$ cat src/rtl/useq_fifo_host.sv
// useq_fifo_host: host-side initiator for the useq mailbox FIFO port.
// Turns an inbound valid/ready byte stream into write_fifo strobes and drains the
// FIFO into an outbound valid/ready stream. Only one strobe is issued at a time, and
// every strobe is followed by enforced idle cycles so the useq CPU keeps running.
// useq has no full flag, so the host tracks write credit in 'occupancy' and resyncs
// it to 0 whenever fifo_empty is seen in IDLE.
// Handshakes: a transfer happens on a rising edge where valid && ready are both high;
// once m_valid is raised, m_data stays stable and m_valid stays high until that edge.
// Optional build macro USEQ_FIFO_HOST_STATS_EN adds the wr_total/rd_total counters;
// without it both ports are tied to 0.
module useq_fifo_host #(
  parameter int FIFO_DEPTH = 4,
  parameter int GAP_CYCLES = 1
) (
  input  logic                        clk,
  input  logic                        rst,
  input  logic [7:0]                  s_data,
  input  logic                        s_valid,
  output logic                        s_ready,
  output logic [7:0]                  m_data,
  output logic                        m_valid,
  input  logic                        m_ready,
  output logic                        write_fifo,
  output logic [7:0]                  fifo_in,
  output logic                        read_fifo,
  input  logic [7:0]                  fifo_out,
  input  logic                        fifo_empty,
  output logic [$clog2(FIFO_DEPTH):0] occupancy,
  output logic [15:0]                 wr_total,
  output logic [15:0]                 rd_total
);

  localparam int OW = $clog2(FIFO_DEPTH) + 1;
  localparam int GW = (GAP_CYCLES > 1) ? $clog2(GAP_CYCLES) : 1;
  localparam logic [OW-1:0] CREDIT_MAX = OW'(FIFO_DEPTH - 1);
  localparam logic [GW-1:0] GAP_LOAD   = GW'(GAP_CYCLES - 1);

  typedef enum logic [2:0] {
    ST_IDLE = 3'd0,
    ST_WR   = 3'd1,
    ST_RD   = 3'd2,
    ST_CAP  = 3'd3,
    ST_GAP  = 3'd4
  } state_t;

  state_t        state_q, state_d;
  logic [GW-1:0] gap_cnt_q;
  logic          prio_wr_q, prio_wr_d;
  logic [OW-1:0] occ_q;
  logic [7:0]    fifo_in_q;
  logic [7:0]    m_data_q;
  logic          m_valid_q;
  logic          wr_elig, rd_elig, idle_eval;
  logic          wr_grant, rd_grant;

  // Arbitration: which operation (if any) IDLE starts this cycle.
  always_comb begin
    wr_elig   = s_valid && (occ_q < CREDIT_MAX);
    rd_elig   = !fifo_empty && !m_valid_q;
    idle_eval = (state_q == ST_IDLE) && (gap_cnt_q == '0);
    wr_grant  = 1'b0;
    rd_grant  = 1'b0;
    prio_wr_d = prio_wr_q;
    if (idle_eval) begin
      if (wr_elig && rd_elig) begin
        // Contended: honour the priority bit, then hand priority to the other side.
        wr_grant  = prio_wr_q;
        rd_grant  = !prio_wr_q;
        prio_wr_d = !prio_wr_q;
      end else begin
        wr_grant = wr_elig;
        rd_grant = rd_elig;
      end
    end
  end

  // Next-state logic and strobe decode.
  always_comb begin
    state_d    = state_q;
    s_ready    = wr_grant;
    write_fifo = (state_q == ST_WR);
    read_fifo  = (state_q == ST_RD);
    case (state_q)
      ST_IDLE: begin
        if (wr_grant)      state_d = ST_WR;
        else if (rd_grant) state_d = ST_RD;
      end
      ST_WR:   state_d = ST_GAP;
      ST_RD:   state_d = ST_CAP;
      ST_CAP:  state_d = ST_GAP;
      ST_GAP: begin
        if (gap_cnt_q == '0) state_d = ST_IDLE;
      end
      default: state_d = ST_IDLE;
    endcase
  end

  // State register and write/read priority bit (write favoured out of reset).
  always_ff @(posedge clk or posedge rst) begin
    if (rst) begin
      state_q   <= ST_IDLE;
      prio_wr_q <= 1'b1;
    end else begin
      state_q   <= state_d;
      prio_wr_q <= prio_wr_d;
    end
  end

  // Gap counter: loaded on each strobe's follow-up state, counts down through GAP.
  always_ff @(posedge clk or posedge rst) begin
    if (rst) begin
      gap_cnt_q <= '0;
    end else if (state_q == ST_WR || state_q == ST_CAP) begin
      gap_cnt_q <= GAP_LOAD;
    end else if (state_q == ST_GAP && gap_cnt_q != '0) begin
      gap_cnt_q <= gap_cnt_q - GW'(1);
    end
  end

  // Push data register: captured on the accepting cycle, driven during WR.
  always_ff @(posedge clk or posedge rst) begin
    if (rst) begin
      fifo_in_q <= 8'h00;
    end else if (wr_grant) begin
      fifo_in_q <= s_data;
    end
  end

  // Outbound holding register: filled in CAP, released on the m handshake.
  always_ff @(posedge clk or posedge rst) begin
    if (rst) begin
      m_data_q  <= 8'h00;
      m_valid_q <= 1'b0;
    end else if (state_q == ST_CAP) begin
      m_data_q  <= fifo_out;
      m_valid_q <= 1'b1;
    end else if (m_valid_q && m_ready) begin
      m_valid_q <= 1'b0;
    end
  end

  // Credit estimate: +1 per write, -1 per captured read, forced to 0 when useq is empty.
  always_ff @(posedge clk or posedge rst) begin
    if (rst) begin
      occ_q <= '0;
    end else if (state_q == ST_IDLE && fifo_empty) begin
      occ_q <= '0;
    end else if (state_q == ST_WR) begin
      occ_q <= occ_q + OW'(1);
    end else if (state_q == ST_CAP && occ_q != '0) begin
      occ_q <= occ_q - OW'(1);
    end
  end

  assign fifo_in   = fifo_in_q;
  assign m_data    = m_data_q;
  assign m_valid   = m_valid_q;
  assign occupancy = occ_q;

`ifdef USEQ_FIFO_HOST_STATS_EN
  logic [15:0] wr_total_q, rd_total_q;

  // Wrap-around transfer counters: one per WR state and one per CAP state.
  always_ff @(posedge clk or posedge rst) begin
    if (rst) begin
      wr_total_q <= 16'd0;
      rd_total_q <= 16'd0;
    end else begin
      if (state_q == ST_WR)  wr_total_q <= wr_total_q + 16'd1;
      if (state_q == ST_CAP) rd_total_q <= rd_total_q + 16'd1;
    end
  end

  assign wr_total = wr_total_q;
  assign rd_total = rd_total_q;
`else
  assign wr_total = 16'd0;
  assign rd_total = 16'd0;
`endif

endmodule
$ cat config.mk
export PLATFORM = sky130hd
export DESIGN_NAME = useq_fifo_host
export DESIGN_NICKNAME = d
export VERILOG_FILES = /design/src/rtl/useq_fifo_host.sv
export SDC_FILE = /design/constraint.sdc
export NUM_CORES = 1
export LEC_CHECK = 0
export CAP_MARGIN = 20
export CORE_ASPECT_RATIO = 0.6
export CORE_UTILIZATION = 30
export DETAILED_ROUTE_END_ITERATION = 12
export PLACE_DENSITY = 0.68
export SYNTH_ARGS = -nofsm -noshare
export SYNTH_HDL_FRONTEND = slang
export SYNTH_SLANG_ARGS = --single-unit
$ cat constraint.sdc
create_clock -name clk -period 1.9 [get_ports clk]
set_input_delay 0.19 -clock clk [delete_from_list [all_inputs] [get_ports clk]]
set_output_delay 0.19 -clock clk [all_outputs]
set_load 0.01 [all_outputs]
==> flow_summary_export.csv <==
group,metric,value,unit
yosys,yosys.area.top_type_share,44.8,%
clocking,clkSinkCount,25,
clocking,clk_pin_slew,0.08,ns
routing,drtIter0Drc,65,
yosys,syn_area,1340,um^2
yosys,synthCells,118,
clocking,cts-root-buf,"clkbuf_8",
yosys,async_reset_ff_share,100,%
global_route,grt_pass1_wl,3.97,mm
floorplanning,std_cell_rows,18,
clocking,cts_buffers,3,
final_layout,syn_to_final_growth,37.6,%
min_path,hp-class,"primary input to asynchronous set/reset pin",
sta,period_minus_slack,1.79,ns
final_layout,final_area,1850,um^2
routing,wl,2.44,mm
sta,hold_viol,0,
floorplanning,ios,76,
sta,finClkSkew,0.00646,ns
final_layout,antennaDiodeCount,0,
global_route,grt.total_usage,11.6,%
place,dpl_cell_area,1790,um^2
sta,timing.hold.ws,0.272,ns
setup_path,crit_type,"register to register",
yosys,ys_types,31,
power_and_ir_drop,p_leak,0.000840,uW
setup_path,required,2.08,ns
sta,tns,0,ns
sta,finalMaxSlewViolations,0,
floorplanning,die_w,88.3,um
clocking,htreeDepth,1,
setup_path,reg2reg_depth,6,
yosys,synth_edf_count,0,
setup_path,regToRegStartpoint,"state_q[2]",
floorplanning,die_y,53.8,um
routing,first_pass_iters,4,
routing,vias,931,
power_and_ir_drop,powerDensity,1480,nW/um^2
place,dp_hpwl,1.89,mm
sta,fmax,0.558,GHz
final_layout,final_nets,194,
floorplanning,start_util,32.0,%
clocking,cts_tree,"yes",
setup_path,ff2ff_setup_slack,0.11,ns
power_and_ir_drop,vdd_drop_max,0.662,mV
setup_path,startpoint_type,"register",
setup_path,cp_max_fo,2,
place,io_buffers,43,
final_layout,drive_above_1_share,21.1,%
setup_path,arrival,1.97,ns
global_route,overflow,0,
routing,wl_per_cell,10.6,um
global_route,grt_max_degree,26,
global_route,grt_pass1_vias,860,
yosys,synth_area_per_cell,11.4,um^2
job,max-cap-violations,0,
yosys,ys_seq_area_share,46.7,%
floorplanning,die_area,4750,um^2
outcome,status,"finished clean",
sta,setup_viol,0,
yosys,yosysWarnings,0,
setup_path,r2r-end,"occupancy[2]",
routing,drcViolationCount,0,
clocking,clock_path_buffers,2,
yosys,synth-seq-cells,25,
routing,ant_nets,0,
sta,post-route-period-util,94.3,%
global_route,antenna_found_initial,0,
clocking,clock_latency,0.26,ns
routing,avgViaCountPerCell,4.03,
yosys,yosysTopAreaCell,"dfrtp_1",
sta,rsz0062_at_grt,"false",
yosys,ys_top_cells_by_area,"dfrtp_1, buf_4, mux2_2, mux2_1, dfstp_2",
clocking,ctsHoldBuffers,0,
place,place_congestion,0.768,
yosys,ys.flop_type,"dfrtp_1",
setup_path,cp-end-kind,"register",
floorplanning,coreArea,4190,um^2
## layout by cell type, fill, tap and decap left out
master,netlist,routed
fa_2,0,1
nor3_1,1,1
or3_1,1,1
o21ai_0,2,2
dfrtp_2,0,1
nand4_4,1,1
o31ai_1,2,1
a21oi_1,2,2
conb_1,1,32
o21ai_1,1,1
nor2b_4,0,1
nor2b_1,2,1
o41ai_1,1,1
mux2_2,12,12
or4b_1,1,1
nand2_1,4,3
dlygate4sd2_1,0,2
nand3b_1,1,1
nand3_1,4,4
mux2_1,4,4
buf_4,32,10
o211a_1,1,1
xnor2_1,1,1
or2_2,1,1
o31ai_2,0,1
inv_1,6,6
nor4_4,1,1
nand4_1,1,1
dfstp_2,1,1
nor2_1,3,3
nand2_2,0,1
nand2b_1,1,1
a31o_2,2,2
dfrtp_1,24,23
clkbuf_8,0,3
clkbuf_1,1,1
clkdlybuf4s50_1,0,41
## state kept, by name, indices dropped and copies added (netlist names)
name and cells:
m_data 8, m_valid 1, state_q 3, fifo_in 8, prio_wr_q 1, gap_cnt_q 1, occupancy 3
## timing repair
action                                  CTS  global route
pin swaps                                 1             2
endpoints found under the setup margin    2             2
buffers inserted                          1             0
gates resized for setup                   2             2
## worst max path at each step
stage               startpoint      endpoint  slack [ns]  cells past startpoint
floorplan           state_q[2]  occupancy[2]        0.03                      7
global placement    fifo_empty       s_ready        0.05                      5
detailed placement  fifo_empty       s_ready        0.02                      5
CTS                 state_q[2]  occupancy[2]        0.05                      6
global route        state_q[0]       s_ready       0.007                      5
finish              state_q[2]  occupancy[2]        0.11                      6
## synth_stat cells (all sizes together), types with 2 or more instances
cell and n:
nand2 4, a31o 2, nand3 4, o31ai 2, nor2b 2, nor2 3, buf 34, inv 6
dfrtp 24, mux2 16, nand4 2, o21ai 3, a21oi 2
## final cells by class
class	count	area (um^2)
inverter	6	22.5
fill	430	2340
timing repair buffer	53	503
multi-input combinational	83	572
clock buffer	4	45.0
tap	60	75.1
sequential	25	628
## through the flow
| stage | utilization (%) | instances | worst slack (ns) | total power [uW] |
|---|---|---|---|---|
| final | 44.1 | 231 | 0.109 | 2720 |
| after floorplan | - | 149 | 0.0342 | 1770 |
| after global routing | 44.1 | 231 | 0.00661 | 2940 |
| after global placement | 42.7 | 226 | 0.0471 | 2410 |
| after CTS | 43.9 | 231 | 0.0532 | 2750 |
| after detailed placement | 42.7 | 226 | 0.0181 | 2420 |
## worst max-delay path, cell delays in order (launching register included)
cell and delay [ns]:
dfrtp_1 0.41, nor2b_4 0.13, nand2_2 0.08, fa_2 0.38, or2_2 0.31, o211a_1 0.22
o31ai_2 0.17
## cell families after synthesis
| kind of cell | after synthesis | share of synthesized area (%) |
|---|---|---|
| buf+inv | 41 | 20.6 |
| fa+ha+maj | 1 | 1.49 |
| mux | 16 | 13.4 |
| compound gates | 11 | 5.69 |
| flops | 25 | 46.7 |
| simple gates | 22 | 11.1 |
| other cells | 1 | 0.280 |
| xor+xnor | 1 | 0.653 |
## layer usage
metal	vias to the layer above	wire [um]	global-route usage (%)
met2	40	1090	17.9
li1	444	-	-
met4	0	16	4.03
met1	445	1100	13.9
met3	2	234	5.98
met5	-	0	0
## power breakdown
| group | internal [uW] | leakage [uW] | switching (uW) | total, uW |
|---|---|---|---|---|
| Clock | 150 | 0.0000228 | 156 | 306 |
| Sequential | 793 | 0.000302 | 168 | 961 |
| Combinational | 855 | 0.000515 | 603 | 1460 |
| Total | 1800 | 0.000840 | 927 | 2720 |
Power figures use the tool's default switching activity.
